===== src/rtl/tone_sequencer_if.sv =====
// tone_sequencer_if: control, pattern-write and playback-output bundle between the game FSM and tone_sequencer; `define SEQ_LOOP_EN adds loop
interface tone_sequencer_if #(
    parameter int IDX_W = 5
);
    logic [15:0]      ticks_per_ms;
    logic             wr_en;
    logic [IDX_W-1:0] wr_addr;
    logic [1:0]       wr_color;
    logic [IDX_W:0]   seq_len;
    logic [15:0]      tone_ms;
    logic [15:0]      gap_ms;
    logic             start;
    logic             stop;
    logic             busy;
    logic             done;
    logic [9:0]       frequency;
    logic [3:0]       led;
    logic [IDX_W-1:0] cur_step;
`ifdef SEQ_LOOP_EN
    logic             loop;
`endif

    modport master (
`ifdef SEQ_LOOP_EN
        output loop,
`endif
        output ticks_per_ms, wr_en, wr_addr, wr_color, seq_len, tone_ms, gap_ms, start, stop,
        input  busy, done, frequency, led, cur_step
    );

    modport slave (
`ifdef SEQ_LOOP_EN
        input  loop,
`endif
        input  ticks_per_ms, wr_en, wr_addr, wr_color, seq_len, tone_ms, gap_ms, start, stop,
        output busy, done, frequency, led, cur_step
    );
endinterface


===== src/rtl/tone_sequencer.sv =====
// tone_sequencer: plays the stored colour pattern as timed tones and silences; `define SEQ_LOOP_EN adds the loop input for repeated playback
module tone_sequencer #(
    parameter int MAX_LEN = 32,
    parameter int IDX_W   = 5
) (
    input logic             clk,
    input logic             rst_n,
    tone_sequencer_if.slave bus
);
    typedef enum logic [1:0] {IDLE, TONE, GAP} state_t;

    state_t           state;
    logic [1:0]       mem [MAX_LEN];
    logic [IDX_W:0]   len, start_len;
    logic [15:0]      tone, gap, pre, ms, tpm;
    logic [IDX_W-1:0] cur_step, nxt;
    logic [1:0]       first_color;
    logic [9:0]       frequency;
    logic [3:0]       led;
    logic             busy, done, ms_tick, last, tone_end, gap_end, loop_on;

    function automatic logic [9:0] freq_of(input logic [1:0] c);
        return c == 2'd0 ? 10'd415 : c == 2'd1 ? 10'd310 : c == 2'd2 ? 10'd252 : 10'd209;
    endfunction

    function automatic logic [3:0] led_of(input logic [1:0] c);
        return 4'b0001 << c;
    endfunction

`ifdef SEQ_LOOP_EN
    assign loop_on = bus.loop;
`else
    assign loop_on = 1'b0;
`endif

    // Phase timing, step sequencing, and the first colour with a same-cycle write bypassed in
    always_comb begin
        tpm         = bus.ticks_per_ms == 16'd0 ? 16'd1 : bus.ticks_per_ms;
        ms_tick     = pre >= tpm - 16'd1;
        tone_end    = ms_tick && ms == tone - 16'd1;
        gap_end     = ms_tick && ms == gap - 16'd1;
        last        = {1'b0, cur_step} + (IDX_W+1)'(1) == len;
        nxt         = last ? '0 : cur_step + IDX_W'(1);
        start_len   = bus.seq_len > (IDX_W+1)'(MAX_LEN) ? (IDX_W+1)'(MAX_LEN) : bus.seq_len;
        first_color = bus.wr_en && bus.wr_addr == '0 ? bus.wr_color : mem[0];
    end

    // Pattern memory accepts writes only while idle so playback sees a stable pattern
    always_ff @(posedge clk) begin
        if (state == IDLE && bus.wr_en) mem[bus.wr_addr] <= bus.wr_color;
    end

    // Playback FSM; stop overrides any phase expiry in the same cycle
    always_ff @(posedge clk) begin
        if (!rst_n) begin
            state     <= IDLE;
            busy      <= 1'b0;
            done      <= 1'b0;
            frequency <= '0;
            led       <= '0;
            cur_step  <= '0;
            pre       <= '0;
            ms        <= '0;
            len       <= '0;
            tone      <= 16'd1;
            gap       <= '0;
        end else begin
            done <= 1'b0;
            pre  <= ms_tick ? 16'd0 : pre + 16'd1;
            ms   <= ms_tick ? ms + 16'd1 : ms;
            if (state != IDLE && bus.stop) begin
                state     <= IDLE;
                busy      <= 1'b0;
                frequency <= '0;
                led       <= '0;
            end else begin
                case (state)
                    IDLE: if (bus.start) begin
                        len  <= start_len;
                        tone <= bus.tone_ms == 16'd0 ? 16'd1 : bus.tone_ms;
                        gap  <= bus.gap_ms;
                        done <= start_len == '0;
                        if (start_len != '0) begin
                            state     <= TONE;
                            busy      <= 1'b1;
                            cur_step  <= '0;
                            frequency <= freq_of(first_color);
                            led       <= led_of(first_color);
                            pre       <= '0;
                            ms        <= '0;
                        end
                    end
                    TONE: if (tone_end && last && !loop_on) begin
                        state     <= IDLE;
                        busy      <= 1'b0;
                        done      <= 1'b1;
                        frequency <= '0;
                        led       <= '0;
                    end else if (tone_end && gap != 16'd0) begin
                        state     <= GAP;
                        frequency <= '0;
                        led       <= '0;
                        pre       <= '0;
                        ms        <= '0;
                    end else if (tone_end) begin
                        cur_step  <= nxt;
                        frequency <= freq_of(mem[nxt]);
                        led       <= led_of(mem[nxt]);
                        pre       <= '0;
                        ms        <= '0;
                    end
                    GAP: if (gap_end) begin
                        state     <= TONE;
                        cur_step  <= nxt;
                        frequency <= freq_of(mem[nxt]);
                        led       <= led_of(mem[nxt]);
                        pre       <= '0;
                        ms        <= '0;
                    end
                    default: state <= IDLE;
                endcase
            end
        end
    end

    assign bus.busy      = busy;
    assign bus.done      = done;
    assign bus.frequency = frequency;
    assign bus.led       = led;
    assign bus.cur_step  = cur_step;
endmodule

===== src/flat_wrapper.sv =====
// flat-port wrapper written by rule: the top's interface ports become plain ports
module tone_sequencer_flat 
#(
    parameter int MAX_LEN = 32,
    parameter int IDX_W   = 5
)
  (clk, rst_n, bus_ticks_per_ms, bus_wr_en, bus_wr_addr, bus_wr_color, bus_seq_len, bus_tone_ms, bus_gap_ms, bus_start, bus_stop, bus_busy, bus_done, bus_frequency, bus_led, bus_cur_step);
  tone_sequencer_if #(.IDX_W(IDX_W)) bus_i ();
  input logic clk;
  input logic rst_n;
  input wire logic [$bits(bus_i.ticks_per_ms)-1:0] bus_ticks_per_ms;
  input wire logic [$bits(bus_i.wr_en)-1:0] bus_wr_en;
  input wire logic [$bits(bus_i.wr_addr)-1:0] bus_wr_addr;
  input wire logic [$bits(bus_i.wr_color)-1:0] bus_wr_color;
  input wire logic [$bits(bus_i.seq_len)-1:0] bus_seq_len;
  input wire logic [$bits(bus_i.tone_ms)-1:0] bus_tone_ms;
  input wire logic [$bits(bus_i.gap_ms)-1:0] bus_gap_ms;
  input wire logic [$bits(bus_i.start)-1:0] bus_start;
  input wire logic [$bits(bus_i.stop)-1:0] bus_stop;
  output wire logic [$bits(bus_i.busy)-1:0] bus_busy;
  output wire logic [$bits(bus_i.done)-1:0] bus_done;
  output wire logic [$bits(bus_i.frequency)-1:0] bus_frequency;
  output wire logic [$bits(bus_i.led)-1:0] bus_led;
  output wire logic [$bits(bus_i.cur_step)-1:0] bus_cur_step;
  assign bus_i.ticks_per_ms = bus_ticks_per_ms;
  assign bus_i.wr_en = bus_wr_en;
  assign bus_i.wr_addr = bus_wr_addr;
  assign bus_i.wr_color = bus_wr_color;
  assign bus_i.seq_len = bus_seq_len;
  assign bus_i.tone_ms = bus_tone_ms;
  assign bus_i.gap_ms = bus_gap_ms;
  assign bus_i.start = bus_start;
  assign bus_i.stop = bus_stop;
  assign bus_busy = bus_i.busy;
  assign bus_done = bus_i.done;
  assign bus_frequency = bus_i.frequency;
  assign bus_led = bus_i.led;
  assign bus_cur_step = bus_i.cur_step;
  tone_sequencer #(.MAX_LEN(MAX_LEN), .IDX_W(IDX_W)) u_core (.clk(clk), .rst_n(rst_n), .bus(bus_i));
endmodule

===== config.mk =====
export PLATFORM = sky130hd
export DESIGN_NAME = tone_sequencer_flat
export DESIGN_NICKNAME = d
export VERILOG_FILES = /design/src/rtl/tone_sequencer_if.sv /design/src/rtl/tone_sequencer.sv /design/src/flat_wrapper.sv
export SDC_FILE = /design/constraint.sdc
export NUM_CORES = 1
export LEC_CHECK = 0
export ABC_AREA = 1
export CAP_MARGIN = 15
export CORE_UTILIZATION = 29
export DETAILED_ROUTE_END_ITERATION = 10
export PLACE_DENSITY_LB_ADDON = 0.12
export REMOVE_ABC_BUFFERS = 1
export SYNTH_ARGS = -nofsm -noshare
export SYNTH_HDL_FRONTEND = slang
export SYNTH_SLANG_ARGS = --single-unit
export TNS_END_PERCENT = 100

===== constraint.sdc =====
create_clock -name clk -period 4.4 [get_ports clk]
set_input_delay 0.66 -clock clk [delete_from_list [all_inputs] [get_ports clk]]
set_output_delay 0.66 -clock clk [all_outputs]
set_load 0.01 [all_outputs]

# Yosys cells after proc, flatten, opt, wreduce, memory -nomap -nowiden

Memories as Yosys holds them, arrays and structs flattened.
Cells that the tools add are included.
W data, S select, Z words.

Add/sub/neg operators: 7
Order comparisons: 2
Equal/unequal tests: 18
Shift-type cells: 2
Multiplexer cells: 65
Bitwise operators: 2
Reductions and logical operators: 25

Operators by type and width:

| cell                    | number |
|---|---|
| $mux W16                | 18 |
| $mux W10                | 10 |
| $pmux W16 S3            | 2 |
| $sub A16 B1 Y16 const B | 3 |
| $mux W5                 | 7 |
| $add A16 B1 Y16 const B | 2 |
| $eq A16 B16 Y1          | 2 |
| $logic_not A16 Y1       | 2 |
| $pmux W10 S3            | 1 |
| $mux W4                 | 6 |
| $mux W6                 | 3 |
| $ge A16 B16 Y1          | 1 |
| $reduce_bool A16 Y1     | 1 |
| $pmux W5 S3             | 1 |
| $mux W2                 | 6 |
| $pmux W4 S3             | 1 |
| $ne A2 B2 Y1 const B    | 4 |
| $reduce_and A4 Y1       | 2 |
| $reduce_and A8 Y1       | 1 |
| $shl A1 B2 Y4 const A   | 2 |
| $logic_and A1 B1 Y1     | 7 |
| $mux W1                 | 7 |
| $add A5 B1 Y6 const B   | 1 |
| $eq A2 B1 Y1 const B    | 3 |
| 19 further kinds        | 28 |

Register bits: 93
RAM bits: 64
Output and inout port bits: 21
Memories kept: 1

Memories:

| name       | depth | width | rd ports | clocked after memory_dff | wr ports | line                 | source |
|---|---|---|---|---|---|---|---|
| u_core.mem | 32    | 2     | 2        | 0                        | 1        | tone_sequencer.sv:13 | `logic [1:0] mem [MAX_LEN];` |

# Depth between registers and ports, before layout

An unclocked memory read counts as a cell.

Depth in word-level cells: 12
Mapped depth: 26
Gate-level depth less buffers: 26

# Least setup slack after synthesis

No wires, ideal clock.

Path kind: input-to-reg
Start: in bus_ticks_per_ms[1]
End: reg u_core.ms[11]
Arrival time: 3.563 ns
Required time: 4.283 ns
Setup slack: 0.720 ns
Cell stages on the path: 26
Buffers on the path: 1
Path through: inv_1 -> nand3b_1 -> nor3_1 -> nand4_1 -> nand2_1 -> inv_1 -> ha_1 -> nand2_1 -> nor2_1 -> nand3_1 -> nor3_1 -> xor2_1 -> inv_1 -> ha_1 -> nand4_1 -> nor2_1 -> nand3_1 -> nand3_1 -> nand4_1 -> nand2_2 -> nand2_1 -> nor2_4 -> nand2_2 -> nand2_4 -> buf_6 -> nor2_1

Cells in the longest elaborated chain, start to end: 10
Elaborated cells between the ends (all ways): 17
Those cells by class: add/sub: 1; order compare: 1; mux: 10; reduce/logical: 5

RTL lines:

| what                                            | line                                        | source |
|---|---|---|
| start, declared                                 | flat_wrapper.sv:11                          | `input wire logic [$bits(bus_i.ticks_per_ms)-1:0] bus_ticks_per_ms;` |
| $logic_not A16 Y1                               | tone_sequencer.sv:38                        | `tpm = bus.ticks_per_ms == 16'd0 ? 16'd1 : bus.ticks_per_ms;` |
| $mux W16 *                                      | tone_sequencer.sv:38                        |  |
| $sub A16 B1 Y16 *                               | tone_sequencer.sv:39                        | `ms_tick = pre >= tpm - 16'd1;` |
| $ge A16 B16 Y1 *                                | tone_sequencer.sv:39                        |  |
| $mux W16 or $logic_and A1 B1 Y1 (tied branches) | tone_sequencer.sv:70, tone_sequencer.sv:40  |  |
| $mux W16 or $logic_and A1 B1 Y1 (tied branches) | tone_sequencer.sv:105, tone_sequencer.sv:99 |  |
| $mux W16                                        | tone_sequencer.sv:99                        | `end else if (tone_end && gap != 16'd0) begin` |
| $mux W16                                        | tone_sequencer.sv:93                        | `TONE: if (tone_end && last && !loop_on) begin` |
| $pmux W16 S3                                    | tone_sequencer.sv:77                        | `case (state)` |
| $mux W16 *                                      | tone_sequencer.sv:71                        | `if (state != IDLE && bus.stop) begin` |
| end signal, assigned                            | tone_sequencer.sv:70                        | `ms <= ms_tick ? ms + 16'd1 : ms;` |
| end, declared                                   | tone_sequencer.sv:15                        | `logic [15:0] tone, gap, pre, ms, tpm;` |

Every way passes the cells marked *; elsewhere a longest branch is shown, timed or not.
A chain may end at the register's enable or synchronous reset.

# Worst setup path in the final report

Start: in bus_ticks_per_ms[12]
End: reg u_core.frequency[5], in the netlist u_core.bus.frequency[5]

Cells in the longest elaborated chain, start to end: 9
Elaborated cells between the ends (all ways): 14
Those cells by class: add/sub: 1; order compare: 1; eq/ne: 2; mux: 4; reduce/logical: 6

RTL lines:

| what                 | line                  | source |
|---|---|---|
| $logic_not A16 Y1    | tone_sequencer.sv:38  |  |
| $mux W16 *           | tone_sequencer.sv:38  |  |
| $sub A16 B1 Y16 *    | tone_sequencer.sv:39  |  |
| $ge A16 B16 Y1 *     | tone_sequencer.sv:39  |  |
| $logic_and A1 B1 Y1  | tone_sequencer.sv:40  | `tone_end = ms_tick && ms == tone - 16'd1;` |
| $logic_and A1 B1 Y1  | tone_sequencer.sv:99  |  |
| $mux W10             | tone_sequencer.sv:99  |  |
| $mux W10             | tone_sequencer.sv:93  |  |
| $pmux W10 S3         | tone_sequencer.sv:77  |  |
| end signal, assigned | tone_sequencer.sv:87  | `frequency <= freq_of(first_color);` |
| end signal, assigned | tone_sequencer.sv:107 | `frequency <= freq_of(mem[nxt]);` |
| end signal, assigned | tone_sequencer.sv:115 | `frequency <= freq_of(mem[nxt]);` |
| end, declared        | tone_sequencer.sv:18  | `logic [9:0] frequency;` |

Marks and branches as above.

==> results.md <==
- Outcome: complete, no violations
- Fin cells: approximately 1800
- Crit share post-route: 0.898
- Synth-to-layout area growth: 23.9%
- Hold Vio Cnt, Final: 0
- NetSw: 2.78 mW
- Hold Slack: 0.469 ns
- Switching share of power: 0.434
- Detail Route Antenna Nets: 0
- Worst hold path class: reg -> reg
- Global-route wire length before repair: 42100 microns
- Max cap viols: 0
- Clk Latency, worst-skew pair: 0.43 ns
- Cell repeated most along the worst path: nand3_1
- Initial Utilization: 0.297
- Die area: roughly 33000 sq um
- Slowest cell on crit path: clkdlybuf4s50_1
- DR pass1 iterations: 5
- Sequential area share after synthesis: 0.398
- DR vias: 8366
- CTS Hold Bufs: 0
- CP delay by family, top: simple AND/OR/NAND/NOR gates
- CP startpoint kind: input pin
- Max Fclk: 253 MHz
- Placed cell areas: 11000 sq um
- Share of layout cells above drive strength 1: 0.104
- Tmin final: 3.95 ns
- Setup CP Type: in -> reg
- Initial antenna violation count: 0
- Detailed placement HPWL: 19300 microns
- Total Routing Usage GR: 0.161
- Initial DRC count: a little under 400
- Clk buf depth: 2
- Int Pwr: 3.62 mW
- Clock network fraction of design power: 0.235
- Worst path buffer plus inverter count: 6
- Fin worst setup slack: approximately 0.45 ns
- Clock-pin slew on the worst setup and hold paths: 0.07 ns
- Port Buffers: 85
- Tot Pwr: 6.41 mW
- Nets: 1503
- Synth top area share: 0.204
- Global route overflow: 0
- Asr flop ratio synth: 0
- Synth Area per Inst: 7.36 sq um
- CTS Buf Count: 17
- Fillcell total: 3348
- Clk_skew: between 0.015 and 0.02 ns
- Max transition margin: 0.442
- Final Max Slew Viols: 0
- Synth area leader: edfxtp_1
- Critical path arrival: 4.30 ns
- Number of enable flip-flop cells after synthesis: 64
- Num Clock Sinks: 155
- Yosys reg bits: between 150 and 200
- Combinational power share: 0.476
- # rows: 65
- Worst EP required: 4.75 ns
- Setup violators final: 0
- Critical path's largest stage delay: 0.49 ns
- DIE HEIGHT: 182 microns
- Flop pwr share: 0.290
- Leakage: about 4.9 nW
- CP endpoint kind: register
- Vias per inst: ~4.6
- Worst-path fanout max: 12
- Synth Warn #: 0
- Antenna fix cells: 0
- Total wire length: 26000 microns
- Vias in the first global route: 8274
- Io pins: 87
- Final GP Congestion: 0.876
- Max IR drop VDD: 0.247 mV
- Root Driver: clkbuf_16
- Core footprint: 31700 sq um
- PwrDens: roughly 550 nW/um^2
- Reg-to-reg setup timing slack: ~0.61 ns
- CTS tree: built
- Placed Cells: 1781
- DP Worst Slack: -0.0675 ns
- RSZ-0062 raised after global routing: no
- WL per Instance: 14.3 microns
- Mapped Cells: 1279
- Main synth FF type: dfxtp_1
- # H-tree levels: 4
- DIE WIDTH: 182 microns
- Worst slew pin tran: between 0.8 and 0.9 ns
- Mapped Area: 9420 sq um
- Largest net degree at the start of global routing: 33
- Synth unique cells: 43
- Fin area: around 12000 sq um
- Synth top area cells: edfxtp_1 20%, dfxtp_1 19%, nand2_1 12%
- # DRC: 0
## placed cells by master, fill, tap and decap left out, types with 16 or more instances in the layout
| cell | synthesis | final |
|---|---|---|
| nor2_1 | 178 | 177 |
| edfxtp_1 | 64 | 64 |
| buf_4 | 6 | 51 |
| nor3_1 | 19 | 18 |
| nand2_1 | 293 | 292 |
| nand3_1 | 115 | 114 |
| ha_1 | 39 | 39 |
| clkbuf_16 | 0 | 17 |
| nand4_1 | 16 | 16 |
| o21ai_0 | 48 | 48 |
| clkdlybuf4s50_1 | 0 | 85 |
| xnor2_1 | 23 | 23 |
| a21oi_1 | 70 | 69 |
| dfxtp_1 | 91 | 91 |
| xor2_1 | 40 | 40 |
| inv_1 | 129 | 129 |
## per-layer routing
metal  vias to the layer above  global-route usage  share of wire
met3                        24              0.0235          0.030
met2                       143               0.273           0.46
li1                       4427                   -              -
met5                         -                   0              0
met4                         0              0.0534          0.018
met1                      3772               0.210           0.49
## cell usage after synthesis, types with 2 or more instances
| library cell | count |
|---|---|
| a211oi_1 | 8 |
| a21oi_1 | 70 |
| a21oi_2 | 3 |
| buf_2 | 11 |
| buf_4 | 6 |
| buf_6 | 2 |
| clkbuf_1 | 19 |
| clkbuf_2 | 2 |
| dfxtp_1 | 91 |
| edfxtp_1 | 64 |
| ha_1 | 39 |
| inv_1 | 129 |
| inv_2 | 13 |
| nand2_1 | 293 |
| nand2_2 | 7 |
| nand3_1 | 115 |
| nand3_2 | 5 |
| nand3b_1 | 14 |
| nand4_1 | 16 |
| nor2_1 | 178 |
| nor2_2 | 13 |
| nor2_4 | 5 |
| nor3_1 | 19 |
| nor3b_1 | 3 |
| nor4_1 | 14 |
| o21ai_0 | 48 |
| o21ai_1 | 2 |
| o21bai_1 | 10 |
| o22ai_1 | 2 |
| or2_2 | 4 |
| xnor2_1 | 23 |
| xor2_1 | 40 |
## sequential cells by signal (all words and copies together), names as in the netlist
name                  cells
u_core.pre               16
u_core.bus.busy           1
u_core.tone              16
u_core.state              2
u_core.gap               16
u_core.bus.cur_step       5
u_core.bus.done           1
u_core.bus.frequency      8
u_core.bus.led            4
u_core.len                6
u_core.mem               64
u_core.ms                16
## area by class of cell
class	instances	area, sq um	area share
Multi-Input combinational cell	942	4960	0.425
Sequential cell	155	3740	0.321
Timing Repair Buffer	140	1310	0.113
Inverter	142	533	0.0457
Tap cell	402	503	0.0431
Clock buffer	17	425	0.0365
Clock inverter	15	189	0.0162
## cells by family (layout without fill, tap and decap cells)
family | Yosys count | after routing | share of synthesized area
buf+inv | 182 | 314 | 0.0783
flops | 155 | 155 | 0.398
xor+xnor | 63 | 63 | 0.0586
mux | 1 | 1 | 0.00106
fa+ha+maj | 39 | 39 | 0.0518
other cells | 1 | 1 | 0.000398
simple gates | 691 | 691 | 0.327
compound gates | 147 | 147 | 0.0857
## final timing paths
kind / start / endpoint / cells after the start
worst min register to register: u_core.pre[0] / u_core.pre[0] / 1
worst max register to register: u_core.bus.cur_step[1] / u_core.bus.frequency[6] / 25
worst max-delay path: bus_ticks_per_ms[12] / u_core.bus.frequency[5] / 26
worst min-delay path: u_core.pre[0] / u_core.pre[0] / 1
## power groups by stage
stage          Sequential (mW)  Combinational, mW  Clock, mW
2_1_floorplan             1.88               1.91          0
3_3_place_gp              1.90               3.05          0
3_5_place_dp              1.89               3.06          0
4_1_cts                   1.86               3.07       1.56
5_1_grt                   1.89               3.47       1.61
6_report                  1.86               3.05       1.51
## worst reg2reg max path, stage by stage, from the launching register on
cell and delay [ns]:
dfxtp_1 0.46, ha_1 0.28, inv_1 0.05, nand2_1 0.08
nand2_1 0.08, nand2_1 0.08, nand2_1 0.05, nor2_1 0.11
nand3_2 0.12, nor2_4 0.19, nor2_2 0.06, buf_4 0.19
inv_2 0.25, o21ai_0 0.14, o22ai_1 0.13, nand2_1 0.07
nand3_1 0.09, nand2_1 0.06, nand2_1 0.08, nand2_1 0.15
ha_1 0.27, nor2_1 0.11, nor2_1 0.05, or2_2 0.30
nand3b_1 0.15, a21oi_1 0.12
## metrics by stage
step	setup TNS, ns	utilization
finish	0	0.368
global placement	0	0.348
detailed placement	-0.648	0.348
global route	0	0.368
CTS	0	0.367
floorplan	0	-
## timing repair
action / in CTS / in global routing
buffers inserted: 0 / 0
endpoints found under the setup margin: 0 / 9
resized for setup: 0 / 5
Power figures use the tool's default switching activity.
